<file path="config.mk">
export PLATFORM = sky130hd
export DESIGN_NAME = muldiv_unit_flat
export DESIGN_NICKNAME = d
export VERILOG_FILES = /design/src/rtl/muldiv_unit_if.sv /design/src/rtl/muldiv_unit.sv /design/src/flat_wrapper.sv
export SDC_FILE = /design/constraint.sdc
export NUM_CORES = 1
export LEC_CHECK = 0
export ABC_AREA = 1
export CELL_PAD_IN_SITES_DETAIL_PLACEMENT = 2
export CELL_PAD_IN_SITES_GLOBAL_PLACEMENT = 2
export CORE_MARGIN = 1.5
export CORE_UTILIZATION = 28
export CTS_CLUSTER_DIAMETER = 120
export DETAILED_ROUTE_END_ITERATION = 7
export GPL_TIMING_DRIVEN = 0
export PLACE_DENSITY_LB_ADDON = 0.08
export SYNTH_ARGS = -nofsm -noshare
export SYNTH_HDL_FRONTEND = slang
export SYNTH_SLANG_ARGS = --single-unit
export TNS_END_PERCENT = 50
</file>
<file path="constraint.sdc">
create_clock -name clk -period 2.3 [get_ports clk]
set_input_delay 0.345 -clock clk [delete_from_list [all_inputs] [get_ports clk]]
set_output_delay 0.345 -clock clk [all_outputs]
set_load 0.005 [all_outputs]
</file>
<file path="src/rtl/muldiv_unit_if.sv">
// Request/result bundle of the iterative multiply/divide unit.
// The master issues start/op/operands; the slave returns status and results.
interface muldiv_unit_if #(
    parameter int WIDTH = 32
);
    logic             start;
    logic [1:0]       op;
    logic [WIDTH-1:0] src_a;
    logic [WIDTH-1:0] src_b;
    logic             busy;
    logic             done;
    logic             div_zero;
    logic [WIDTH-1:0] hi;
    logic [WIDTH-1:0] lo;

    modport master (
        output start, op, src_a, src_b,
        input  busy, done, div_zero, hi, lo
    );

    modport slave (
        input  start, op, src_a, src_b,
        output busy, done, div_zero, hi, lo
    );
endinterface

</file>
<file path="src/rtl/muldiv_unit.sv">
// Iterative signed/unsigned multiply (shift-add) and divide (restoring), one bit per cycle.
// Works on operand magnitudes; signs are applied in a dedicated FIXSIGN cycle.
module muldiv_unit #(
    parameter int WIDTH = 32
) (
    input  logic         clk,
    input  logic         reset,
    muldiv_unit_if.slave bus
);
    localparam int CW = $clog2(WIDTH);

    typedef enum logic [1:0] {
        IDLE    = 2'd0,
        CALC    = 2'd1,
        FIXSIGN = 2'd2,
        DONE    = 2'd3
    } state_t;

    state_t           state_q, state_d;
    logic [CW-1:0]    cnt_q, cnt_d;
    logic [WIDTH-1:0] acc_hi_q, acc_hi_d;
    logic [WIDTH-1:0] acc_lo_q, acc_lo_d;
    logic [WIDTH-1:0] opnd_q, opnd_d;
    logic             is_div_q, is_div_d;
    logic             is_signed_q, is_signed_d;
    logic             neg_a_q, neg_a_d;
    logic             neg_b_q, neg_b_d;
    logic             busy_q, busy_d;
    logic             done_q, done_d;
    logic             div_zero_q, div_zero_d;
    logic [WIDTH-1:0] hi_q, hi_d;
    logic [WIDTH-1:0] lo_q, lo_d;

    logic             in_neg_a;
    logic             in_neg_b;
    logic [WIDTH-1:0] mag_a;
    logic [WIDTH-1:0] mag_b;
    logic [WIDTH:0]   mul_sum;
    logic [WIDTH:0]   div_shift;
    logic             div_ge;
    logic [WIDTH-1:0] div_sub;
    logic [2*WIDTH-1:0] prod_neg;
    logic [WIDTH-1:0] quo_neg;
    logic [WIDTH-1:0] rem_neg;

    // Datapath arithmetic: operand magnitudes, one iteration step, sign negations.
    always_comb begin
        in_neg_a  = ~bus.op[0] & bus.src_a[WIDTH-1];
        in_neg_b  = ~bus.op[0] & bus.src_b[WIDTH-1];
        mag_a     = in_neg_a ? (~bus.src_a + {{(WIDTH-1){1'b0}}, 1'b1}) : bus.src_a;
        mag_b     = in_neg_b ? (~bus.src_b + {{(WIDTH-1){1'b0}}, 1'b1}) : bus.src_b;
        mul_sum   = {1'b0, acc_hi_q} + (acc_lo_q[0] ? {1'b0, opnd_q} : {(WIDTH+1){1'b0}});
        div_shift = {acc_hi_q, acc_lo_q[WIDTH-1]};
        div_ge    = (div_shift >= {1'b0, opnd_q});
        // The partial remainder is always below the divisor, so the difference fits WIDTH bits.
        div_sub   = div_shift[WIDTH-1:0] - opnd_q;
        prod_neg  = ~{acc_hi_q, acc_lo_q} + {{(2*WIDTH-1){1'b0}}, 1'b1};
        quo_neg   = ~acc_lo_q + {{(WIDTH-1){1'b0}}, 1'b1};
        rem_neg   = ~acc_hi_q + {{(WIDTH-1){1'b0}}, 1'b1};
    end

    // Next-state and next-register values for the control FSM and accumulators.
    always_comb begin
        state_d     = state_q;
        cnt_d       = cnt_q;
        acc_hi_d    = acc_hi_q;
        acc_lo_d    = acc_lo_q;
        opnd_d      = opnd_q;
        is_div_d    = is_div_q;
        is_signed_d = is_signed_q;
        neg_a_d     = neg_a_q;
        neg_b_d     = neg_b_q;
        div_zero_d  = div_zero_q;
        hi_d        = hi_q;
        lo_d        = lo_q;

        case (state_q)
            IDLE: begin
                if (bus.start) begin
                    is_div_d    = bus.op[1];
                    is_signed_d = ~bus.op[0];
                    neg_a_d     = in_neg_a;
                    neg_b_d     = in_neg_b;
                    if (bus.op[1] && (bus.src_b == {WIDTH{1'b0}})) begin
                        state_d    = DONE;
                        div_zero_d = 1'b1;
                    end else begin
                        state_d  = CALC;
                        cnt_d    = CW'(WIDTH - 1);
                        acc_hi_d = {WIDTH{1'b0}};
                        if (bus.op[1]) begin
                            acc_lo_d = mag_a;
                            opnd_d   = mag_b;
                        end else begin
                            acc_lo_d = mag_b;
                            opnd_d   = mag_a;
                        end
                    end
                end else begin
                    state_d = IDLE;
                end
            end
            CALC: begin
                if (is_div_q) begin
                    acc_hi_d = div_ge ? div_sub : div_shift[WIDTH-1:0];
                    acc_lo_d = {acc_lo_q[WIDTH-2:0], div_ge};
                end else begin
                    {acc_hi_d, acc_lo_d} = {mul_sum, acc_lo_q[WIDTH-1:1]};
                end
                if (cnt_q == {CW{1'b0}}) begin
                    state_d = FIXSIGN;
                end else begin
                    cnt_d = cnt_q - CW'(1);
                end
            end
            FIXSIGN: begin
                state_d    = DONE;
                div_zero_d = 1'b0;
                if (is_signed_q && is_div_q) begin
                    lo_d = (neg_a_q ^ neg_b_q) ? quo_neg : acc_lo_q;
                    hi_d = neg_a_q ? rem_neg : acc_hi_q;
                end else if (is_signed_q) begin
                    {hi_d, lo_d} = (neg_a_q ^ neg_b_q) ? prod_neg : {acc_hi_q, acc_lo_q};
                end else begin
                    hi_d = acc_hi_q;
                    lo_d = acc_lo_q;
                end
            end
            DONE: begin
                state_d = IDLE;
            end
            default: begin
                state_d = IDLE;
            end
        endcase

        busy_d = (state_d != IDLE);
        done_d = (state_d == DONE);
    end

    // State and datapath registers with synchronous active-low reset.
    always_ff @(posedge clk) begin
        if (!reset) begin
            state_q     <= IDLE;
            cnt_q       <= {CW{1'b0}};
            acc_hi_q    <= {WIDTH{1'b0}};
            acc_lo_q    <= {WIDTH{1'b0}};
            opnd_q      <= {WIDTH{1'b0}};
            is_div_q    <= 1'b0;
            is_signed_q <= 1'b0;
            neg_a_q     <= 1'b0;
            neg_b_q     <= 1'b0;
            busy_q      <= 1'b0;
            done_q      <= 1'b0;
            div_zero_q  <= 1'b0;
            hi_q        <= {WIDTH{1'b0}};
            lo_q        <= {WIDTH{1'b0}};
        end else begin
            state_q     <= state_d;
            cnt_q       <= cnt_d;
            acc_hi_q    <= acc_hi_d;
            acc_lo_q    <= acc_lo_d;
            opnd_q      <= opnd_d;
            is_div_q    <= is_div_d;
            is_signed_q <= is_signed_d;
            neg_a_q     <= neg_a_d;
            neg_b_q     <= neg_b_d;
            busy_q      <= busy_d;
            done_q      <= done_d;
            div_zero_q  <= div_zero_d;
            hi_q        <= hi_d;
            lo_q        <= lo_d;
        end
    end

    assign bus.busy     = busy_q;
    assign bus.done     = done_q;
    assign bus.div_zero = div_zero_q;
    assign bus.hi       = hi_q;
    assign bus.lo       = lo_q;
endmodule

</file>
<file path="src/flat_wrapper.sv">
// flat-port wrapper written by rule: the top's interface ports become plain ports
module muldiv_unit_flat 
#(
    parameter int WIDTH = 32
)
  (clk, reset, bus_start, bus_op, bus_src_a, bus_src_b, bus_busy, bus_done, bus_div_zero, bus_hi, bus_lo);
  muldiv_unit_if #(.WIDTH(WIDTH)) bus_i ();
  input  logic clk;
  input  logic reset;
  input wire logic [$bits(bus_i.start)-1:0] bus_start;
  input wire logic [$bits(bus_i.op)-1:0] bus_op;
  input wire logic [$bits(bus_i.src_a)-1:0] bus_src_a;
  input wire logic [$bits(bus_i.src_b)-1:0] bus_src_b;
  output wire logic [$bits(bus_i.busy)-1:0] bus_busy;
  output wire logic [$bits(bus_i.done)-1:0] bus_done;
  output wire logic [$bits(bus_i.div_zero)-1:0] bus_div_zero;
  output wire logic [$bits(bus_i.hi)-1:0] bus_hi;
  output wire logic [$bits(bus_i.lo)-1:0] bus_lo;
  assign bus_i.start = bus_start;
  assign bus_i.op = bus_op;
  assign bus_i.src_a = bus_src_a;
  assign bus_i.src_b = bus_src_b;
  assign bus_busy = bus_i.busy;
  assign bus_done = bus_i.done;
  assign bus_div_zero = bus_i.div_zero;
  assign bus_hi = bus_i.hi;
  assign bus_lo = bus_i.lo;
  muldiv_unit #(.WIDTH(WIDTH)) u_core (.clk(clk), .reset(reset), .bus(bus_i));
endmodule
</file>
==> run summary, run 1 <==
main combinational cell family by area after synthesis - simple AND/OR/NAND/NOR gates
Std-Cell Rows - 92
Routed WL - 112 mm
Sinks on Clock Net - 174
Max-cap violations - 0
Critical R2R Launch - u_core.acc_lo_q[0]$_SDFFE_PN0P_
CTS tree - built
Post-Synth XOR/XNOR Area - 4.54%
Max Freq - 367 MHz
Initial Utilization - 28.2%
worst slew pin tran - 1230 ps
average wire per standard cell - 26.0 um
Routed Antenna Nets - 0
P_leak - 0.0115 uW
Most used DFF post-synth - dfxtp_1
die area - 64,900 um2
crit path DAT - 3150 ps
setup TNS after final layout - -6780 ps
I/O Buffers - 134
largest net degree at the start of global routing - 21
final std cells w/o fill - 4,322
CP required - 2720 ps
Total GRT Usage - 33.0%
Die W - 255 um
CTS Root Cell - clkbuf_16
crit share post-route - 118%
router iterations before antenna repair - 5
WHS Endpoint - u_core.opnd_q[0]$_SDFFE_PN0P_
number of synthesized register bits - 174
Peak VDD IR - 650 uV
Cells after Synth - 3,179
DRC - 0
vias per cell - 5.35
fin crit period - 2720 ps
clk buf depth - 2
clock skew - 21.3 ps
Starting DRT DRC Count - 1,310
Synth Area in Compound Gates - 16.6%
Unique masters post-synth - 50
Net Count, Synth - 3,319
Final Setup Violations - 46
area fraction in and, or, nand and nor cells after synthesis - 40.0%
hold-critical path depth - 3
fin util - 39.7%
Remaining Overflow, GRT - 0
area grow syn2layout - 40.7%
Via Count - 23,100
dpl hpwl - 86.5 mm
P per Cell Area - 1140 nW/um2
yosys synthesis warning count - 0
area share of fa/ha/maj cells after synthesis - 5.09%
Hold Crit Class - primary input to flop
Syn Std Cell Area - 17,700 um2
gp weighted congestion - 0.984
headroom to the max-slew limit - 17.9%
core area - 62,900 um2
reg2reg path depth - 14
failing checks - setup timing
NumNets Final - 3,602
RSZ-0062 raised after global routing - yes
first-pass GRT wire length - 157 mm
CTS HTree Levels - 4
Post-synth EDFFs - 0
Clk Latency, worst-skew pair - 520 ps
mux contribution to synthesized area - 0%
Post-synth ARST share - 0%
worst hold start - bus_src_a[0]
Fin. Hold Viols - 0
Hold Buf Count CTS - 0
Crit. End Element - flop
worst setup margin - -424 ps
die span in y - 255 um
startpoint types - flop
TritonCTS Buffers - 17
Ports - 136
status - finished, violations left
cell total after placement - 4,159
CP Class - flop to flop
layout cell share with drive strength beyond 1 - 24.9%
antenna violations before repair - 0
crit path max fanout - 10
RR Endpoint - u_core.acc_hi_q[11]$_SDFFE_PN0P_
sequential fraction of the synthesis area - 19.6%
Post-Syn Area per Cell - 5.58 um2
Worst-path clk slew - 80 ps
Final Max Slew Viols - 0
reg-to-reg slack, setup - -420 ps
Fillers - 7,760
vias in the first global route - 24,400
-- worst max-delay path by stage --
stage                                         start                               end  slack [ps]  depth (start not counted)
floorplan           u_core.acc_lo_q[0]$_SDFFE_PN0P_  u_core.acc_hi_q[27]$_SDFFE_PN0P_          60                         19
global placement                       bus_src_a[0]  u_core.acc_lo_q[22]$_SDFFE_PN0P_       -1020                         13
detailed placement  u_core.acc_lo_q[0]$_SDFFE_PN0P_  u_core.acc_hi_q[30]$_SDFFE_PN0P_       -1100                         19
CTS                 u_core.acc_lo_q[0]$_SDFFE_PN0P_  u_core.acc_hi_q[27]$_SDFFE_PN0P_        -260                         19
global route        u_core.acc_lo_q[0]$_SDFFE_PN0P_  u_core.acc_hi_q[11]$_SDFFE_PN0P_        -450                         14
finish              u_core.acc_lo_q[0]$_SDFFE_PN0P_  u_core.acc_hi_q[11]$_SDFFE_PN0P_        -420                         14
-- power by group --
group          internal (uW)  total (uW)  leakage [uW]  switching, uW
clock                   1510        3210      0.000299           1700
combinational           6900       19800       0.00973          12900
sequential              4070        5380       0.00147           1310
total                  12500       28400        0.0115          15900
-- flip-flops by register name (all words and copies together) (netlist names) --
| register | count |
|---|---|
| u_core.acc_hi_q | 32 |
| u_core.acc_lo_q | 32 |
| u_core.bus.hi | 32 |
| u_core.bus.lo | 32 |
| u_core.opnd_q | 32 |
| u_core.cnt_q | 5 |
| u_core.state_q | 2 |
| u_core.bus.busy | 1 |
| u_core.bus.div_zero | 1 |
| u_core.bus.done | 1 |
| u_core.is_div_q | 1 |
| u_core.is_signed_q | 1 |
| u_core.neg_a_q | 1 |
| u_core.neg_b_q | 1 |
-- final cells by class --
class                           count  area [um2]  area share (%)
Tap cell                          846        1060            4.24
Buffer                            114         677            2.71
Inverter                          523        2030            8.14
Sequential cell                   174        3680            14.8
Clock buffer                       18         439            1.76
Antenna cell                        1        2.50          0.0100
Timing Repair Buffer              263        2440            9.76
Clock inverter                     14         175           0.702
Multi-Input combinational cell   2369       14500            57.9
-- cells by family after synthesis --
family          Yosys count
flops                   174
simple gates           1678
fa+ha+maj                71
compound gates          527
buf+inv                 637
xor+xnor                 92
-- through the flow --
step / area (um2) / total power [uW] / hold slack, ps / setup WS [ps]
2_1_floorplan: 17800 / 13800 / 435 / 55.5
3_5_place_dp: 20200 / 20300 / 472 / -1100
5_1_grt: 25000 / 29900 / 403 / -446
3_3_place_gp: 20200 / 19900 / 458 / -1020
4_1_cts: 23400 / 26100 / 466 / -262
6_report: 25000 / 28400 / 390 / -424
-- synthesized netlist by cell type, types with 8 or more instances --
master,n,share of area [%]
a21oi_1,196,5.5
a21oi_2,24,1.2
a31oi_1,26,0.92
and2_1,8,0.28
buf_1,15,0.32
buf_2,16,0.45
clkbuf_1,72,1.5
dfxtp_1,174,20
ha_1,69,4.9
inv_1,514,11
nand2_1,921,19
nand3_1,263,7.4
nand3b_1,24,1.0
nand4_1,52,1.8
nor2_1,334,7.1
nor2_2,10,0.35
nor3_1,39,1.1
o211ai_1,20,0.85
o21ai_0,212,6.0
o21ai_1,9,0.25
o21bai_1,12,0.51
o221ai_1,9,0.44
xnor2_1,21,1.0
xor2_1,71,3.5
-- layer usage --
| layer | global-route usage (%) | up-vias | share of wire (%) |
|---|---|---|---|
| met3 | 3.64 | 179 | 3.8 |
| li1 | - | 10700 | - |
| met2 | 56.0 | 525 | 48 |
| met1 | 41.5 | 11700 | 43 |
| met4 | 16.0 | 0 | 5.0 |
| met5 | 0 | - | 0 |
-- worst max-delay path, cell delays in order, from the launching register on --
cell      delay [ps]
dfxtp_2          330
buf_8            130
buf_8            140
nand2_1           80
inv_1             70
ha_4             310
nand2_2          100
nor2_1           350
nand3_2          190
nand3_4          130
buf_6            120
xor2_1           170
o21ai_1          120
nand3b_1         240
a21oi_1          150
-- layout by cell type (no fill, tap or decap), types with 49 or more instances in the layout --
master             n
nand2_1          740
inv_1            443
nor2_1           257
nand3_1          209
o21ai_0          189
a21oi_1          170
nand2_2          138
clkdlybuf4s50_1  128
buf_4            118
dfxtp_1          110
ha_4              63
inv_2             56
xor2_1            55
nand4_1           52
clkbuf_1          51
nand3_2           49
-- what timing repair did --
item,4_1_cts,5_1_grt
pin swaps,63,119
buffers inserted,75,53
setup endpoints to repair,161,131
hold endpoints to repair,0,0
cloned,1,3
gates resized for setup,549,348
(Power assumes the default switching activity.)
==> run 2: changes to the inputs <==
--- a/config.mk
+++ b/config.mk
@@ -12,8 +12,10 @@
 export CORE_UTILIZATION = 28
 export CTS_CLUSTER_DIAMETER = 120
 export DETAILED_ROUTE_END_ITERATION = 7
+export GPL_ROUTABILITY_DRIVEN = 0
 export GPL_TIMING_DRIVEN = 0
-export PLACE_DENSITY_LB_ADDON = 0.08
+export HOLD_SLACK_MARGIN = 0.15
+export PLACE_DENSITY = 0.77
 export SYNTH_ARGS = -nofsm -noshare
 export SYNTH_HDL_FRONTEND = slang
 export SYNTH_SLANG_ARGS = --single-unit
==> run 2 against run 1 <==
  * Utilization hardly changed
  * Largest cell class unchanged
  * Cell count is 0.30% higher
  * Total power is 4.9% higher
  * Count of clock-buffer cells in the layout is 1 lower
  * Combinational power is 7% higher
  * Critical path depth is 2 higher
  * The run still ends with setup timing left
  * Clock power is 2% lower
  * Global-route usage is 0.61 points higher
  * Setup slack worse by 210 ps
==> run summary, run 2 (same netlist as run 1, synthesis figures left out) <==
status - finished, violations left
failing checks - setup timing
Starting DRT DRC Count - 1,938 (+48%)
Max Freq - 341 MHz (-7.1%)
Routed WL - 128 mm (+14%)
Total GRT Usage - 33.7% (+0.61 points)
layout cell share with drive strength beyond 1 - 24.0% (-0.86 points)
Initial Utilization - 28.2% (unchanged)
final std cells w/o fill - 4,335 (+0.30%)
Via Count - 24,900 (+7.6%)
area grow syn2layout - 40.6% (about the same)
pre-CTS setup slack - -1030 ps (+65.3 ps)
I/O Buffers - 134 (unchanged)
RSZ-0062 raised after global routing - yes
Routed Antenna Nets - 0 (unchanged)
NumNets Final - 3,615 (+0.36%)
startpoint types - flop
worst hold slack - 475 ps (+85.2 ps)
die area - 64,900 um2 (unchanged)
crit path DAT - 3260 ps (+110 ps)
Ports - 136 (unchanged)
CTS Root Cell - clkbuf_16
CP Class - flop to flop
worst setup margin - -630 ps (-207 ps)
Final Setup Violations - 61 (+33%)
Max-cap violations - 0 (unchanged)
crit path max fanout - 10 (unchanged)
cell total after placement - 4,159 (unchanged)
worst slew pin tran - 1220 ps (-16.2 ps)
P_leak - 0.0115 uW (about the same)
Remaining Overflow, GRT - 0 (unchanged)
CP required - 2630 ps (-90 ps)
CTS HTree Levels - 4 (unchanged)
CTS tree - built
Hold Crit Class - flop to flop
P per Cell Area - 1190 nW/um2 (+4.9%)
Peak VDD IR - 591 uV (-9.1%)
router iterations before antenna repair - 6 (+1)
Crit. End Element - flop
clock skew - 27.2 ps (+5.89 ps)
DRC - 0 (unchanged)
TritonCTS Buffers - 17 (unchanged)
Die W - 255 um (unchanged)
fin util - 39.7% (about the same)
Fin. Hold Viols - 0 (unchanged)
dpl hpwl - 83.5 mm (-3.5%)
crit share post-route - 127% (+9.0 points)
commonest non-fill, non-tap cell in the layout - nand2_1
fin crit period - 2930 ps (+207 ps)
headroom to the max-slew limit - 18.9% (+1.1 points)
largest net degree at the start of global routing - 19 (-9.5%)
commonest cells after routing, fill and taps aside - 765 x nand2_1, 456 x inv_1, 264 x nor2_1
average wire per standard cell - 29.5 um (+14%)
Final Max Slew Viols - 0 (unchanged)
die span in y - 255 um (unchanged)
Std-Cell Rows - 92 (unchanged)
Sinks on Clock Net - 174 (unchanged)
vias in the first global route - 25,500 (+4.6%)
first-pass GRT wire length - 163 mm (+3.5%)
core area - 62,900 um2 (unchanged)
Clk Latency, worst-skew pair - 520 ps (about the same)
Worst-path clk slew - 80 ps (about the same)
clk buf depth - 2 (unchanged)
vias per cell - 5.74 (+7.2%)
antenna violations before repair - 1 (+1)
Hold Buf Count CTS - 0 (unchanged)
run 2: worst paths after layout:
path | start | endpoint | slack, ps | cells after the start
setup reg to reg | u_core.acc_lo_q[0]$_SDFFE_PN0P_ | u_core.acc_hi_q[27]$_SDFFE_PN0P_ | -630 | 16
hold reg to reg | u_core.bus.div_zero$_SDFFE_PN0P_ | u_core.bus.div_zero$_SDFFE_PN0P_ | 470 | 2
hold / removal | u_core.bus.div_zero$_SDFFE_PN0P_ | u_core.bus.div_zero$_SDFFE_PN0P_ | 470 | 2
setup / recovery | u_core.acc_lo_q[0]$_SDFFE_PN0P_ | u_core.acc_hi_q[27]$_SDFFE_PN0P_ | -630 | 16
run 2: final cells by class:
cell class,count,area (um2)
clock buffer,17,425
inverter,523,2000
antenna,2,5.00
clock inverter,14,143
tap,846,1060
timing repair buffer,277,2550
fill,7621,37900
sequential,174,3670
buffer,114,679
multi-input combinational,2368,14400
run 2: metrics by stage:
step	instance area, um2	TNS (ps)	power (uW)
global placement	20200	-89390	19500
CTS	22900	-4790	25000
detailed placement	20200	-99400	20100
global route	24900	-19100	30700
floorplan	17800	0	13800
finish	24900	-16080	29800
run 2: where the power goes:
part / internal, uW / switching [uW] / total (uW)
clock: 1430 / 1690 / 3130
sequential: 4070 / 1350 / 5410
combinational: 7010 / 14200 / 21200
total: 12500 / 17200 / 29800
run 2: per-layer routing:
| metal | vias to the layer above | track usage, % | wire length, um |
|---|---|---|---|
| li1 | 10700 | - | - |
| met1 | 12500 | 41.5 | 49900 |
| met2 | 1137 | 56.4 | 59700 |
| met3 | 485 | 5.00 | 8250 |
| met4 | 0 | 17.8 | 10200 |
| met5 | - | 0 | 0 |
run 2: repair_timing:
action / CTS / global route
pin swaps: 68 / 117
gates resized for setup: 459 / 401
gates cloned: 0 / 2
buffers inserted: 58 / 85
setup endpoints to repair: 162 / 129
run 2: critical path, stage by stage (launching register included):
cell and delay [ps]:
dfxtp_2 330, buf_8 140, buf_8 150, nand2_1 100
inv_2 100, ha_4 340, nand2_1 160, nor2_1 400
nand3_4 150, nand3_4 130, nand3_2 120, nand3_2 80
nand2_1 70, nor2_2 220, nor2_1 70, nand2_1 120
a21oi_2 70
